## config.mk

```make
export PLATFORM = sky130hd
export DESIGN_NAME = axi4_arb2
export DESIGN_NICKNAME = d
export VERILOG_FILES = /design/src/rtl/axi4_arb2.sv
export SDC_FILE = /design/constraint.sdc
export NUM_CORES = 1
export LEC_CHECK = 0
export ABC_AREA = 1
export CORE_AREA = 3 3 217 219
export CTS_CLUSTER_SIZE = 28
export DETAILED_ROUTE_END_ITERATION = 8
export DIE_AREA = 0 0 220 222
export GPL_ROUTABILITY_DRIVEN = 0
export PLACE_DENSITY = 0.45
export SYNTH_ARGS = -nofsm -noshare
export SYNTH_HDL_FRONTEND = slang
export SYNTH_SLANG_ARGS = --single-unit
export TNS_END_PERCENT = 20
```

## constraint.sdc

```tcl
create_clock -name clk_i -period 3.9 [get_ports clk_i]
set_clock_uncertainty 0.2 [all_clocks]
set_input_delay 0.585 -clock clk_i [delete_from_list [all_inputs] [get_ports clk_i]]
set_output_delay 0.585 -clock clk_i [all_outputs]
set_load 0.01 [all_outputs]
```

## src/rtl/axi4_arb2.sv

```systemverilog
// rtl/axi4_arb2.sv - two-master AXI4 arbiter onto one DDR inport, one burst per grant per direction.
// Define AXI_ARB_FIXED_PRIO_EN for fixed m0 priority; default is round-robin.
module axi4_arb2 #(
    parameter int ID_W   = 4,
    parameter int ADDR_W = 32
) (
    input  logic              clk_i,
    input  logic              rst_ni,
    input  logic              m0_awvalid_i,
    input  logic [ADDR_W-1:0] m0_awaddr_i,
    input  logic [ID_W-1:0]   m0_awid_i,
    input  logic [7:0]        m0_awlen_i,
    input  logic [1:0]        m0_awburst_i,
    output logic              m0_awready_o,
    input  logic              m0_wvalid_i,
    input  logic [31:0]       m0_wdata_i,
    input  logic [3:0]        m0_wstrb_i,
    input  logic              m0_wlast_i,
    output logic              m0_wready_o,
    output logic              m0_bvalid_o,
    output logic [1:0]        m0_bresp_o,
    output logic [ID_W-1:0]   m0_bid_o,
    input  logic              m0_bready_i,
    input  logic              m0_arvalid_i,
    input  logic [ADDR_W-1:0] m0_araddr_i,
    input  logic [ID_W-1:0]   m0_arid_i,
    input  logic [7:0]        m0_arlen_i,
    input  logic [1:0]        m0_arburst_i,
    output logic              m0_arready_o,
    output logic              m0_rvalid_o,
    output logic [31:0]       m0_rdata_o,
    output logic [1:0]        m0_rresp_o,
    output logic [ID_W-1:0]   m0_rid_o,
    output logic              m0_rlast_o,
    input  logic              m0_rready_i,
    input  logic              m1_awvalid_i,
    input  logic [ADDR_W-1:0] m1_awaddr_i,
    input  logic [ID_W-1:0]   m1_awid_i,
    input  logic [7:0]        m1_awlen_i,
    input  logic [1:0]        m1_awburst_i,
    output logic              m1_awready_o,
    input  logic              m1_wvalid_i,
    input  logic [31:0]       m1_wdata_i,
    input  logic [3:0]        m1_wstrb_i,
    input  logic              m1_wlast_i,
    output logic              m1_wready_o,
    output logic              m1_bvalid_o,
    output logic [1:0]        m1_bresp_o,
    output logic [ID_W-1:0]   m1_bid_o,
    input  logic              m1_bready_i,
    input  logic              m1_arvalid_i,
    input  logic [ADDR_W-1:0] m1_araddr_i,
    input  logic [ID_W-1:0]   m1_arid_i,
    input  logic [7:0]        m1_arlen_i,
    input  logic [1:0]        m1_arburst_i,
    output logic              m1_arready_o,
    output logic              m1_rvalid_o,
    output logic [31:0]       m1_rdata_o,
    output logic [1:0]        m1_rresp_o,
    output logic [ID_W-1:0]   m1_rid_o,
    output logic              m1_rlast_o,
    input  logic              m1_rready_i,
    output logic              s_awvalid_o,
    output logic [ADDR_W-1:0] s_awaddr_o,
    output logic [ID_W-1:0]   s_awid_o,
    output logic [7:0]        s_awlen_o,
    output logic [1:0]        s_awburst_o,
    input  logic              s_awready_i,
    output logic              s_wvalid_o,
    output logic [31:0]       s_wdata_o,
    output logic [3:0]        s_wstrb_o,
    output logic              s_wlast_o,
    input  logic              s_wready_i,
    input  logic              s_bvalid_i,
    input  logic [1:0]        s_bresp_i,
    input  logic [ID_W-1:0]   s_bid_i,
    output logic              s_bready_o,
    output logic              s_arvalid_o,
    output logic [ADDR_W-1:0] s_araddr_o,
    output logic [ID_W-1:0]   s_arid_o,
    output logic [7:0]        s_arlen_o,
    output logic [1:0]        s_arburst_o,
    input  logic              s_arready_i,
    input  logic              s_rvalid_i,
    input  logic [31:0]       s_rdata_i,
    input  logic [1:0]        s_rresp_i,
    input  logic [ID_W-1:0]   s_rid_i,
    input  logic              s_rlast_i,
    output logic              s_rready_o
);

    typedef enum logic [1:0] {W_IDLE, W_ADDR, W_DATA, W_RESP} wstate_t;
    typedef enum logic [1:0] {R_IDLE, R_ADDR, R_DATA} rstate_t;

    wstate_t wstate, wstate_nxt;
    rstate_t rstate, rstate_nxt;
    logic    wgnt, rgnt, wpick, rpick, w_start, r_start;
    logic    aw_on, w_on, b_on, ar_on, r_on;

    assign w_start = (wstate == W_IDLE) && (m0_awvalid_i || m1_awvalid_i);
    assign r_start = (rstate == R_IDLE) && (m0_arvalid_i || m1_arvalid_i);

`ifdef AXI_ARB_FIXED_PRIO_EN
    assign wpick = ~m0_awvalid_i;
    assign rpick = ~m0_arvalid_i;
`else
    // Last-granted bits reset to 1 so that m0 wins the first contention.
    logic wlast_gnt, rlast_gnt;
    assign wpick = (m0_awvalid_i && m1_awvalid_i) ? ~wlast_gnt : m1_awvalid_i;
    assign rpick = (m0_arvalid_i && m1_arvalid_i) ? ~rlast_gnt : m1_arvalid_i;

    always_ff @(posedge clk_i or negedge rst_ni) begin
        if (!rst_ni) begin
            wlast_gnt <= 1'b1;
            rlast_gnt <= 1'b1;
        end else begin
            if (w_start) wlast_gnt <= wpick;
            if (r_start) rlast_gnt <= rpick;
        end
    end
`endif

    always_ff @(posedge clk_i or negedge rst_ni) begin
        if (!rst_ni) begin
            wstate <= W_IDLE;
            rstate <= R_IDLE;
            wgnt   <= 1'b0;
            rgnt   <= 1'b0;
        end else begin
            wstate <= wstate_nxt;
            rstate <= rstate_nxt;
            if (w_start) wgnt <= wpick;
            if (r_start) rgnt <= rpick;
        end
    end

    always_comb begin
        wstate_nxt = wstate;
        case (wstate)
            W_IDLE:  if (w_start) wstate_nxt = W_ADDR;
            W_ADDR:  if (s_awvalid_o && s_awready_i) wstate_nxt = W_DATA;
            W_DATA:  if (s_wvalid_o && s_wready_i && s_wlast_o) wstate_nxt = W_RESP;
            W_RESP:  if (s_bvalid_i && s_bready_o) wstate_nxt = W_IDLE;
            default: wstate_nxt = W_IDLE;
        endcase
    end

    always_comb begin
        rstate_nxt = rstate;
        case (rstate)
            R_IDLE:  if (r_start) rstate_nxt = R_ADDR;
            R_ADDR:  if (s_arvalid_o && s_arready_i) rstate_nxt = R_DATA;
            R_DATA:  if (s_rvalid_i && s_rready_o && s_rlast_i) rstate_nxt = R_IDLE;
            default: rstate_nxt = R_IDLE;
        endcase
    end

    assign aw_on = (wstate == W_ADDR);
    assign w_on  = (wstate == W_DATA);
    assign b_on  = (wstate == W_RESP);
    assign ar_on = (rstate == R_ADDR);
    assign r_on  = (rstate == R_DATA);

    // Payloads are zeroed outside the active phase so idle and reset outputs are clean.
    assign s_awvalid_o  = aw_on & (wgnt ? m1_awvalid_i : m0_awvalid_i);
    assign s_awaddr_o   = aw_on ? (wgnt ? m1_awaddr_i  : m0_awaddr_i)  : '0;
    assign s_awid_o     = aw_on ? (wgnt ? m1_awid_i    : m0_awid_i)    : '0;
    assign s_awlen_o    = aw_on ? (wgnt ? m1_awlen_i   : m0_awlen_i)   : '0;
    assign s_awburst_o  = aw_on ? (wgnt ? m1_awburst_i : m0_awburst_i) : '0;
    assign m0_awready_o = aw_on & ~wgnt & s_awready_i;
    assign m1_awready_o = aw_on &  wgnt & s_awready_i;

    assign s_wvalid_o   = w_on & (wgnt ? m1_wvalid_i : m0_wvalid_i);
    assign s_wdata_o    = w_on ? (wgnt ? m1_wdata_i : m0_wdata_i) : '0;
    assign s_wstrb_o    = w_on ? (wgnt ? m1_wstrb_i : m0_wstrb_i) : '0;
    assign s_wlast_o    = w_on & (wgnt ? m1_wlast_i : m0_wlast_i);
    assign m0_wready_o  = w_on & ~wgnt & s_wready_i;
    assign m1_wready_o  = w_on &  wgnt & s_wready_i;

    assign s_bready_o   = b_on & (wgnt ? m1_bready_i : m0_bready_i);
    assign m0_bvalid_o  = b_on & ~wgnt & s_bvalid_i;
    assign m1_bvalid_o  = b_on &  wgnt & s_bvalid_i;
    assign m0_bresp_o   = (b_on & ~wgnt) ? s_bresp_i : '0;
    assign m1_bresp_o   = (b_on &  wgnt) ? s_bresp_i : '0;
    assign m0_bid_o     = (b_on & ~wgnt) ? s_bid_i   : '0;
    assign m1_bid_o     = (b_on &  wgnt) ? s_bid_i   : '0;

    assign s_arvalid_o  = ar_on & (rgnt ? m1_arvalid_i : m0_arvalid_i);
    assign s_araddr_o   = ar_on ? (rgnt ? m1_araddr_i  : m0_araddr_i)  : '0;
    assign s_arid_o     = ar_on ? (rgnt ? m1_arid_i    : m0_arid_i)    : '0;
    assign s_arlen_o    = ar_on ? (rgnt ? m1_arlen_i   : m0_arlen_i)   : '0;
    assign s_arburst_o  = ar_on ? (rgnt ? m1_arburst_i : m0_arburst_i) : '0;
    assign m0_arready_o = ar_on & ~rgnt & s_arready_i;
    assign m1_arready_o = ar_on &  rgnt & s_arready_i;

    assign s_rready_o   = r_on & (rgnt ? m1_rready_i : m0_rready_i);
    assign m0_rvalid_o  = r_on & ~rgnt & s_rvalid_i;
    assign m1_rvalid_o  = r_on &  rgnt & s_rvalid_i;
    assign m0_rlast_o   = r_on & ~rgnt & s_rlast_i;
    assign m1_rlast_o   = r_on &  rgnt & s_rlast_i;
    assign m0_rdata_o   = (r_on & ~rgnt) ? s_rdata_i : '0;
    assign m1_rdata_o   = (r_on &  rgnt) ? s_rdata_i : '0;
    assign m0_rresp_o   = (r_on & ~rgnt) ? s_rresp_i : '0;
    assign m1_rresp_o   = (r_on &  rgnt) ? s_rresp_i : '0;
    assign m0_rid_o     = (r_on & ~rgnt) ? s_rid_i   : '0;
    assign m1_rid_o     = (r_on &  rgnt) ? s_rid_i   : '0;

endmodule

```

== Word level (Yosys, flattened, before mapping) ==
Index checks and enable logic that the tools add are counted.

* Register bits after elaboration: 8
* Bits of input ports: 320
* Word-level logic and storage cells: 114
* Output and inout bits: 234

* Multiplexer cells: 47
* Equality and inequality tests: 12
* Reduce and logical (&&, ||, !) cells: 17
* Bitwise logic cells: 32

{| class="wikitable"
|+ Operators by type and width
! cell !! count
|-
| two-way mux 32 bit || 8
|-
| two-way mux 4 bit || 10
|-
| two-way mux 8 bit || 4
|-
| two-way mux 2 bit || 15
|-
| bitwise AND 1 bit || 28
|-
| logical AND 1 bit || 11
|-
| != test 2 x 1 -> 1 bit (second input constant) || 5
|-
| two-way mux 1 bit || 8
|-
| one-hot mux 2 bit (4 select lines) || 1
|-
| equality test 2 bit (second input constant) || 3
|-
| one-hot mux 2 bit (3 select lines) || 1
|-
| equality test 2 x 1 -> 1 bit (second input constant) || 2
|-
| logical NOT 2 bit || 2
|-
| != test 2 bit (second input constant) || 2
|-
| NOT 1 bit || 4
|-
| AND reduction 4 bit || 1
|-
| AND reduction 3 bit || 1
|-
| logical OR 1 bit || 2
|}

== Logic depth before layout (Yosys ltp) ==
Gate-level depths: netlist (run 1).

* Depth in word-level cells: 6
* Mapped depth: 9

== Least setup slack after synthesis (run 1) ==
OpenSTA, ideal clock, no wires.

* Path type: reg2out
* From: reg wstate[0]
* To: out s_wdata_o[14]
* Buffers on the path: 2
* Slack: 1.764 ns
* Cell stages (with the launch flop): 7
* Arrival: 1.351 ns
* Required time: 3.115 ns
* Cells stage by stage: dfrtp_1 inv_1 ha_1 inv_2 buf_2 buf_1 a21oi_1

* Longest elaborated chain between the ends: 2

{| class="wikitable"
|+ Ends and longest elaborated chain
! item !! line !! RTL
|-
| from (decl) || 95 || <nowiki>wstate_t wstate, wstate_nxt;</nowiki>
|-
| from (signal assigned) || 130 || <nowiki>wstate <= wstate_nxt;</nowiki>
|-
| equality test 2 bit || 159 || <nowiki>assign w_on = (wstate == W_DATA);</nowiki>
|-
| two-way mux 32 bit || 174 || <nowiki>assign s_wdata_o = w_on ? (wgnt ? m1_wdata_i : m0_wdata_i) : '0;</nowiki>
|-
| to (decl) || 70 || <nowiki>output logic [31:0] s_wdata_o,</nowiki>
|}

Every way passes these cells.

== Final worst setup path (run 1) ==
* From: reg rgnt
* To: out m1_rdata_o[24]

* Longest elaborated chain between the ends: 2

{| class="wikitable"
|+ Ends and longest elaborated chain
! item !! line !! RTL
|-
| from (decl) || 97 || <nowiki>logic wgnt, rgnt, wpick, rpick, w_start, r_start;</nowiki>
|-
| from (signal assigned) || 133 || <nowiki>if (r_start) rgnt <= rpick;</nowiki>
|-
| bitwise AND 1 bit || 202 || <nowiki>assign m1_rdata_o = (r_on & rgnt) ? s_rdata_i : '0;</nowiki>
|-
| two-way mux 32 bit || 202 ||
|-
| to (decl) || 58 || <nowiki>output logic [31:0] m1_rdata_o,</nowiki>
|}

Every way passes these cells.

==> flow_metrics.env, run 1 <==
export IMPL_swShare_pct=50.4
export IMPL_wl_per_cell_um=14.2
export IMPL_grt_pass1_wl_mm=35.2
export IMPL_seq_area_frac_synth_pct=6.38
export IMPL_crit_start="rgnt$_DFFE_PN0P_"
export IMPL_synth_top_family_by_area="simple AND/OR/NAND/NOR gates"
export IMPL_p_leak_nw=3.81
export IMPL_cts_hold_fix_buffers=0
export IMPL_routed_via_density=3.43
export IMPL_synth_compound_area_share_pct=14.8
export IMPL_die_h_um=222
export IMPL_syn_area_per_cell_um2=4.72
export IMPL_grt_usage_pct=9.20
export IMPL_clock_root_buffer="clkbuf_16"
export IMPL_antenna_found_initial=1
export IMPL_hold_ws_ps=289
export IMPL_vias=6133
export IMPL_setup_viol=0
export IMPL_holdPathStages=2
export IMPL_nets=1513
export IMPL_antenna_cells=0
export IMPL_die_w_um=220
export IMPL_hold_path_end="wlast_gnt$_DFFE_PN1P_"
export IMPL_grt_ovfl_total=0
export IMPL_cts_max_path_buffers=2
export IMPL_ir_drop_mv=0.361
export IMPL_synth_seq_cells=8
export IMPL_p_seq_share_pct=4.6
export IMPL_clock_sinks=8
export IMPL_critPathRequiredTime_ps=3120
export IMPL_layout_drive_gt1_share_pct=2.27
export IMPL_seqCellArea_um2=204
export IMPL_die_area_um2=48800
export IMPL_fin_crit_sh_pct=82.2
export IMPL_p_switching_mw=2.14
export IMPL_status="finished clean"
export IMPL_routed_wl_mm=25.4
export IMPL_multi_input_area_um2=2380
export IMPL_yosysWarnings=0
export IMPL_max_freq_mhz=312
export IMPL_end_kind="primary output"
export IMPL_fin_crit_ps=3210
export IMPL_hp_class="reg2reg"
export IMPL_synth_mux_area_share_pct=0
export IMPL_synth_edff_count=0
export IMPL_synth_fa_ha_area_share_pct=1.97
export IMPL_first_pass_iters=5
export IMPL_io_pins=554
export IMPL_rows=78
export IMPL_r2r_slack_ps=1580
export IMPL_drtIter0Drc=271
export IMPL_internal_power_mw=2.10
export IMPL_tns_ps=0
export IMPL_cts_buffers=3
export IMPL_core_um2=45300
export IMPL_reg2reg_to="wstate[0]$_DFFE_PN0P_"
export IMPL_drv_slew=0
export IMPL_rsz0062_at_grt="false"
export IMPL_grt_pass1_vias=5830
export IMPL_power_density_nw_per_um2=455
export IMPL_grt_start_max_net_pins=96
export IMPL_finalPower_mw=4.24
export IMPL_initial_core_util_pct=7.02
export IMPL_synthSimpleGateAreaFrac_pct=58.2
export IMPL_synth_cell_types=27
export IMPL_ys_flop_type="dfrtp_1"
export IMPL_maxCapViolations=0
export IMPL_finalHoldViolations=0
export IMPL_cts_clk_slew_worst_paths_ps=40
export IMPL_stdcell_area_um2=9300
export IMPL_clock_latency_ps=230
export IMPL_place_hpwl_mm=21.5
export IMPL_synth_xor_area_share_pct=0
export IMPL_antenna_left=0
export IMPL_cts_resized=0
export IMPL_cts_setup_buffers=0
export IMPL_place_area_um2=9220
export IMPL_syn_num_nets=999
export IMPL_synthArstFlopShare_pct=100
export IMPL_drcViolationCount=0
export IMPL_r2r_worst_path_cells=9
export IMPL_port_buffers=553
export IMPL_rr_startpoint="wstate[1]$_DFFE_PN0P_"
export IMPL_critPathMaxFanout=40
export IMPL_combPwrFrac_pct=91.1
export IMPL_tightest_slew_ps=696
export IMPL_fillers=5078
export IMPL_syn_inst=674
export IMPL_tritoncts="built"
export IMPL_arrival_ps=2420
export IMPL_hold_start="wlast_gnt$_DFFE_PN1P_"
export IMPL_slew_headroom_pct=53.6
export IMPL_crit_type="reg2out"
export IMPL_syn_area_um2=3180
export IMPL_area_growth_pct=193
export IMPL_clkPwrFrac_pct=4.3
export IMPL_h_tree_depth=1
export IMPL_crit_path_start_kind="flop"
-- power by group through the flow --
stage,clock [mW],sequential (mW),combinational (mW)
after floorplan,0,0.164,2.01
after global placement,0,0.198,3.92
after detailed placement,0,0.199,3.91
after CTS,0.191,0.198,3.93
after global routing,0.197,0.205,4.21
final,0.180,0.196,3.86
-- critical path: stages, from the launching register on --
cell and delay [ps]:
dfrtp_1 690, buf_4 320, nand2_1 80, buf_4 270, nor2_1 220, clkdlybuf4s50_1 580
-- stage by stage --
step,setup WS [ps],utilization [%],std cells
after floorplan,1760,-,674
after global placement,929,20.4,1783
after detailed placement,951,20.4,1783
after CTS,673,20.5,1787
after global routing,538,20.5,1787
final,693,20.5,1787
-- final cells by class --
type	count	share of cell area, %
Clock buffer	4	0.848
Inverter	62	2.53
Timing Repair Buffer	565	60.8
Tap cell	600	8.07
Multi-Input combinational cell	548	25.6
Sequential cell	8	2.19
-- Yosys cell counts, types with 5 or more instances --
master	count	area [um^2]
inv_1	57	214
ha_1	5	62.6
nand2_1	238	893
buf_2	32	160
nor2_1	98	368
buf_4	5	37.5
nor3_1	5	25.0
clkbuf_1	8	30.0
dfrtp_1	6	150
a21oi_1	84	420
buf_8	6	90.1
nand3_1	104	521
-- sequential cells by signal, summed over array words and instances, names as in the netlist --
signal	count
wstate	2
rstate	2
rlast_gnt	1
rgnt	1
wgnt	1
wlast_gnt	1
-- how the worst max path moves through the flow --
stage,endpoint,depth (start not counted)
floorplan,s_wdata_o[14],6
global placement,m1_rdata_o[24],5
detailed placement,m0_rdata_o[0],5
CTS,m0_rdata_o[19],5
global route,m0_rdata_o[31],5
finish,m1_rdata_o[24],5
-- per-layer routing --
layer	global-route usage, %	wire length, um
met1	10.1	9350
met5	0	9
met3	2.17	2390
met2	18.2	13400
met4	0.893	244
-- placed cells by master (no fill, tap or decap), drive strengths merged --
cell type	Yosys	routed
ha	5	5
nor3	5	5
o21ai	6	6
a21boi	1	1
nor2	100	100
nor4	1	1
or2	1	1
nand4	2	2
nand2	238	238
clkdlybuf4s50	0	553
inv	62	62
buf	48	12
a21oi	84	84
dfrtp	6	6
clkbuf	8	4
o211ai	1	1
nand3	104	104
dfstp	2	2
-- kinds of logic after synthesis --
kind of cell	Yosys count
AND/OR/NAND/NOR	451
flip-flops	8
adder cells (fa/ha/maj)	5
buffers and inverters	118
AO/OA/AOI/OAI	92
(Power assumes the default switching activity.)
==> run 2: changes to the inputs <==
--- a/config.mk
+++ b/config.mk
@@ -6,10 +6,10 @@
 export NUM_CORES = 1
 export LEC_CHECK = 0
 export ABC_AREA = 1
-export CORE_AREA = 3 3 217 219
+export CORE_AREA = 3 3 215 217
 export CTS_CLUSTER_SIZE = 28
 export DETAILED_ROUTE_END_ITERATION = 8
-export DIE_AREA = 0 0 220 222
+export DIE_AREA = 0 0 218 220
 export GPL_ROUTABILITY_DRIVEN = 0
 export PLACE_DENSITY = 0.45
 export SYNTH_ARGS = -nofsm -noshare
==> constraint.sdc (replaced) <==
create_clock -name clk_i -period 3.4 [get_ports clk_i]
set_clock_uncertainty 0.2 [all_clocks]
set_input_delay 0.51 -clock clk_i [delete_from_list [all_inputs] [get_ports clk_i]]
set_output_delay 0.51 -clock clk_i [all_outputs]
set_load 0.01 [all_outputs]
==> run 2 against run 1 <==
Against the previous run:
- final cell count fell by 0.17%
- die area fell by 1.8%
- clock power rose by 22%
- first-iteration DRC count fell by 3.7%
- combinational power rose by 18%
- worst hold slack got worse by 12 ps
- cell area rose by 0.70%
- global-route usage rose by 0.19 points
- non-clock buffer count rose by 5
- wire length rose by 1.5%
- largest cell class unchanged
- power rose by 18%
- critical path depth did not move
==> flow_metrics.env, run 2 (synthesis gave the netlist of run 1 again) <==
export IMPL_status="finished clean"
export IMPL_slew_headroom_pct=57.8
export IMPL_cts_setup_buffers=0
export IMPL_cts_buffers=3
export IMPL_fin_crit_sh_pct=88.5
export IMPL_crit_path_start_kind="flop"
export IMPL_drtIter0Drc=261
export IMPL_antenna_cells=0
export IMPL_crit_type="reg2out"
export IMPL_vias=6203
export IMPL_finalPower_mw=4.99
export IMPL_tightest_slew_ps=632
export IMPL_setup_viol=0
export IMPL_die_w_um=218
export IMPL_route_met3_wl_mm=2.09
export IMPL_cts_clk_slew_worst_paths_ps=40
export IMPL_cts_resized=0
export IMPL_reg2reg_to="wstate[0]$_DFFE_PN0P_"
export IMPL_antenna_found_initial=0
export IMPL_slowest_stage="clkdlybuf4s50_1"
export IMPL_arrival_ps=2300
export IMPL_wl_per_cell_um=14.4
export IMPL_rows=77
export IMPL_die_area_um2=48000
export IMPL_final_common_cell="clkdlybuf4s50_1"
export IMPL_cts_max_path_buffers=2
export IMPL_rsz0062_at_grt="false"
export IMPL_place_area_um2=9290
export IMPL_nets=1518
export IMPL_wl_met1_mm=9.80
export IMPL_h_tree_depth=1
export IMPL_rr_startpoint="wgnt$_DFFE_PN0P_"
export IMPL_stdcell_area_um2=9370
export IMPL_crit_chain="inv_1 -> ha_1 -> inv_2 -> a21oi_1 -> clkdlybuf4s50_1"
export IMPL_drcViolationCount=0
export IMPL_p_leak_nw=3.84
export IMPL_io_pins=554
export IMPL_finalHoldViolations=0
export IMPL_grt_start_max_net_pins=91
export IMPL_tns_ps=0
export IMPL_end_kind="primary output"
export IMPL_area_growth_pct=195
export IMPL_grt_usage_pct=9.39
export IMPL_place_hpwl_mm=21.9
export IMPL_hold_path_end="wlast_gnt$_DFFE_PN1P_"
export IMPL_dr_wl_met2_mm=13.6
export IMPL_grt_pass1_vias=6015
export IMPL_fin_crit_ps=3010
export IMPL_slowest_delay_ps=590
export IMPL_critPathRequiredTime_ps=2690
export IMPL_initial_core_util_pct=7.17
export IMPL_top_layer="met4"
export IMPL_first_pass_iters=5
export IMPL_die_h_um=220
export IMPL_r2r_worst_path_cells=9
export IMPL_port_buffers=553
export IMPL_cts_hold_fix_buffers=0
export IMPL_critPathMaxFanout=38
export IMPL_tritoncts="built"
export IMPL_most_common_layout_cells="clkdlybuf4s50_1, nand2_1, nand3_1, nor2_1, a21oi_1"
export IMPL_reg_largest_list="rstate x2, wstate x2"
export IMPL_routed_via_density=3.48
export IMPL_clock_latency_ps=240
export IMPL_hold_start="wlast_gnt$_DFFE_PN1P_"
export IMPL_routed_wl_mm=25.8
export IMPL_power_density_nw_per_um2=533
export IMPL_antenna_left=0
export IMPL_layout_drive_gt1_share_pct=2.68
export IMPL_hp_class="reg2reg"
export IMPL_max_freq_mhz=332
export IMPL_clock_sinks=8
export IMPL_clock_root_buffer="clkbuf_16"
export IMPL_ir_drop_mv=0.353
export IMPL_drv_slew=0
export IMPL_core_um2=44300
export IMPL_r2r_slack_ps=1300
export IMPL_maxCapViolations=0
export IMPL_grt_ovfl_total=0
export IMPL_holdPathStages=2
export IMPL_grt_pass1_wl_mm=35.3
-- run 2: metal layers --
metal / vias up / track usage [%]
li1: 3157 / -
met1: 2753 / 10.7
met2: 275 / 18.0
met3: 18 / 2.36
met4: 0 / 1.44
met5: - / 0
-- run 2: final cells by class --
class                      count  area (um^2)
fill                        5021        35000
timing repair buffer         570         5730
multi-input combinational    548         2380
tap                          592          741
inverter                      62          235
sequential                     8          204
clock buffer                   4         78.8
-- run 2: where the power goes --
part	internal, mW	switching, mW	leakage, nW
logic	2.19	2.39	3.71
registers	0.154	0.0442	0.0931
clock network	0.158	0.0618	0.0382
total	2.50	2.49	3.84
-- run 2: worst max-delay path by stage --
stage                         end  cells past startpoint                  start
floorplan           s_wdata_o[14]                      6  wstate[0]$_DFFE_PN0P_
global placement    s_wdata_o[28]                      5  wstate[0]$_DFFE_PN0P_
detailed placement   s_wdata_o[8]                      5  wstate[0]$_DFFE_PN0P_
CTS                  s_wdata_o[8]                      5  wstate[0]$_DFFE_PN0P_
global route        s_wdata_o[17]                      5  wstate[0]$_DFFE_PN0P_
finish               s_wdata_o[8]                      5  wstate[0]$_DFFE_PN0P_
-- run 2: worst max-delay path, delay by kind of cell, from the launching register on --
family                   cells  cell delay (ps)
AO/OA/AOI/OAI                1              310
adder cells (fa/ha/maj)      1              310
buffers and inverters        3             1020
flip-flops                   1              410
-- run 2: per-stage QoR --
stage	cells	worst slack [ps]	util, %	hold WS [ps]
floorplan	674	1340	-	14.4
global placement	1780	599	21.0	269
detailed placement	1780	589	21.0	270
CTS	1784	328	21.1	279
global route	1784	209	21.1	331
finish	1784	391	21.1	277
==> run 3: changes to the inputs <==
--- a/config.mk
+++ b/config.mk
@@ -7,6 +7,7 @@
 export LEC_CHECK = 0
 export ABC_AREA = 1
 export CORE_AREA = 3 3 215 217
+export CTS_BUF_LIST = sky130_fd_sc_hd__clkbuf_8
 export CTS_CLUSTER_SIZE = 28
 export DETAILED_ROUTE_END_ITERATION = 8
 export DIE_AREA = 0 0 218 220
==> run 3 against run 2 <==
Against the previous run:
- clock-buffer cell count fell by 1
- cell area is 0.36% lower
- wire length about the same
- sequential share of layout area is essentially flat
- power down 1.7%
- final cell count unchanged
- first-iteration DRC count is 1.1% higher
- worst hold slack gained 1.0 ps
- critical path depth did not move
- setup slack got worse by 4.9 ps
- critical path type unchanged
- critical endpoint unchanged
- highest routed layer unchanged
==> flow_metrics.env, run 3 (synthesis gave the netlist of run 1 again) <==
export IMPL_setup_viol=0
export IMPL_slew_headroom_pct=57.8
export IMPL_power_density_nw_per_um2=526
export IMPL_max_freq_mhz=332
export IMPL_top_layer="met4"
export IMPL_arrival_ps=2300
export IMPL_status="finished clean"
export IMPL_route_met3_wl_mm=2.10
export IMPL_wl_per_cell_um=14.4
export IMPL_antenna_cells=0
export IMPL_hold_ws_ps=278
export IMPL_initial_core_util_pct=7.17
export IMPL_ir_drop_mv=0.353
export IMPL_most_common_layout_cells="clkdlybuf4s50_1, nand2_1, nand3_1, nor2_1, a21oi_1"
export IMPL_cts_buffers=3
export IMPL_die_h_um=220
export IMPL_port_buffers=553
export IMPL_fin_crit_ps=3010
export IMPL_vias=6203
export IMPL_area_growth_pct=194
export IMPL_critPathMaxFanout=38
export IMPL_hold_start="wlast_gnt$_DFFE_PN1P_"
export IMPL_die_area_um2=48000
export IMPL_cts_hold_fix_buffers=0
export IMPL_drcViolationCount=0
export IMPL_crit_path_start_kind="flop"
export IMPL_rows=77
export IMPL_wl_met1_mm=9.80
export IMPL_clock_root_buffer="clkbuf_8"
export IMPL_routed_via_density=3.48
export IMPL_first_pass_iters=5
export IMPL_layout_drive_gt1_share_pct=2.68
export IMPL_drv_slew=0
export IMPL_reg_largest_list="rstate x2, wstate x2"
export IMPL_maxCapViolations=0
export IMPL_cts_setup_buffers=0
export IMPL_pre_cts_slack_ps=589
export IMPL_grt_pass1_wl_mm=35.3
export IMPL_cts_resized=0
export IMPL_finalHoldViolations=0
export IMPL_setup_ws_ps=387
export IMPL_drtIter0Drc=264
export IMPL_p_leak_nw=3.83
export IMPL_grt_usage_pct=9.40
export IMPL_hp_class="reg2reg"
export IMPL_tightest_slew_ps=632
export IMPL_grt_pass1_vias=6007
export IMPL_core_um2=44300
export IMPL_antenna_left=0
export IMPL_clock_latency_ps=240
export IMPL_crit_type="reg2out"
export IMPL_grt_ovfl_total=0
export IMPL_final_common_cell="clkdlybuf4s50_1"
export IMPL_crit_start="wstate[0]$_DFFE_PN0P_"
export IMPL_rsz0062_at_grt="false"
export IMPL_place_hpwl_mm=21.9
export IMPL_rr_startpoint="wgnt$_DFFE_PN0P_"
export IMPL_clock_sinks=8
export IMPL_routed_wl_mm=25.7
export IMPL_cts_max_path_buffers=2
export IMPL_fin_crit_sh_pct=88.6
export IMPL_critPathRequiredTime_ps=2690
export IMPL_nets=1518
export IMPL_antenna_found_initial=0
export IMPL_end_kind="primary output"
export IMPL_tns_ps=0
export IMPL_cts_clk_slew_worst_paths_ps=50
export IMPL_dr_wl_met2_mm=13.6
export IMPL_tritoncts="built"
export IMPL_finalPower_mw=4.91
export IMPL_h_tree_depth=1
export IMPL_die_w_um=218
export IMPL_io_pins=554
export IMPL_final_util_pct=21.1
export IMPL_grt_start_max_net_pins=91
run 3: cell type report:
type,count,area (um^2)
clock inverter,1,3.75
tap,592,741
sequential,8,204
clock buffer,3,41.3
inverter,62,235
timing repair buffer,570,5730
multi-input combinational,548,2380
fill,5023,35000
run 3: where the power goes:
| part | switching [mW] | internal (mW) | total (mW) |
|---|---|---|---|
| registers | 0.0442 | 0.154 | 0.198 |
| logic | 2.39 | 2.19 | 4.57 |
| clock network | 0.0538 | 0.0797 | 0.133 |
run 3: per-layer routing:
| metal | track usage (%) | up-vias |
|---|---|---|
| li1 | - | 3156 |
| met1 | 10.7 | 2752 |
| met2 | 18.0 | 277 |
| met3 | 2.40 | 18 |
| met4 | 1.44 | 0 |
| met5 | 0 | - |
run 3: critical path: stages, from the launching register on:
cell and delay (ps):
dfrtp_1 410, inv_1 120, ha_1 310, inv_2 310, a21oi_1 310, clkdlybuf4s50_1 590
run 3: path summary, 6_finish.rpt:
| check | endpoint | slack (ps) | depth (start not counted) |
|---|---|---|---|
| max | s_wdata_o[8] | 390 | 5 |
| min | wlast_gnt$_DFFE_PN1P_ | 280 | 2 |
| max reg2reg | wstate[0]$_DFFE_PN0P_ | 1300 | 9 |
| min reg2reg | wlast_gnt$_DFFE_PN1P_ | 280 | 2 |
| max in group asynchronous | wgnt$_DFFE_PN0P_ | 2200 | 1 |
| min in group asynchronous | rstate[0]$_DFFE_PN0P_ | 420 | 1 |
run 3: metrics by stage:
stage	cells	instance area, um^2
5_1_grt	1784	9330
3_5_place_dp	1780	9290
2_1_floorplan	674	3180
6_report	1784	9330
4_1_cts	1784	9330
3_3_place_gp	1780	9290
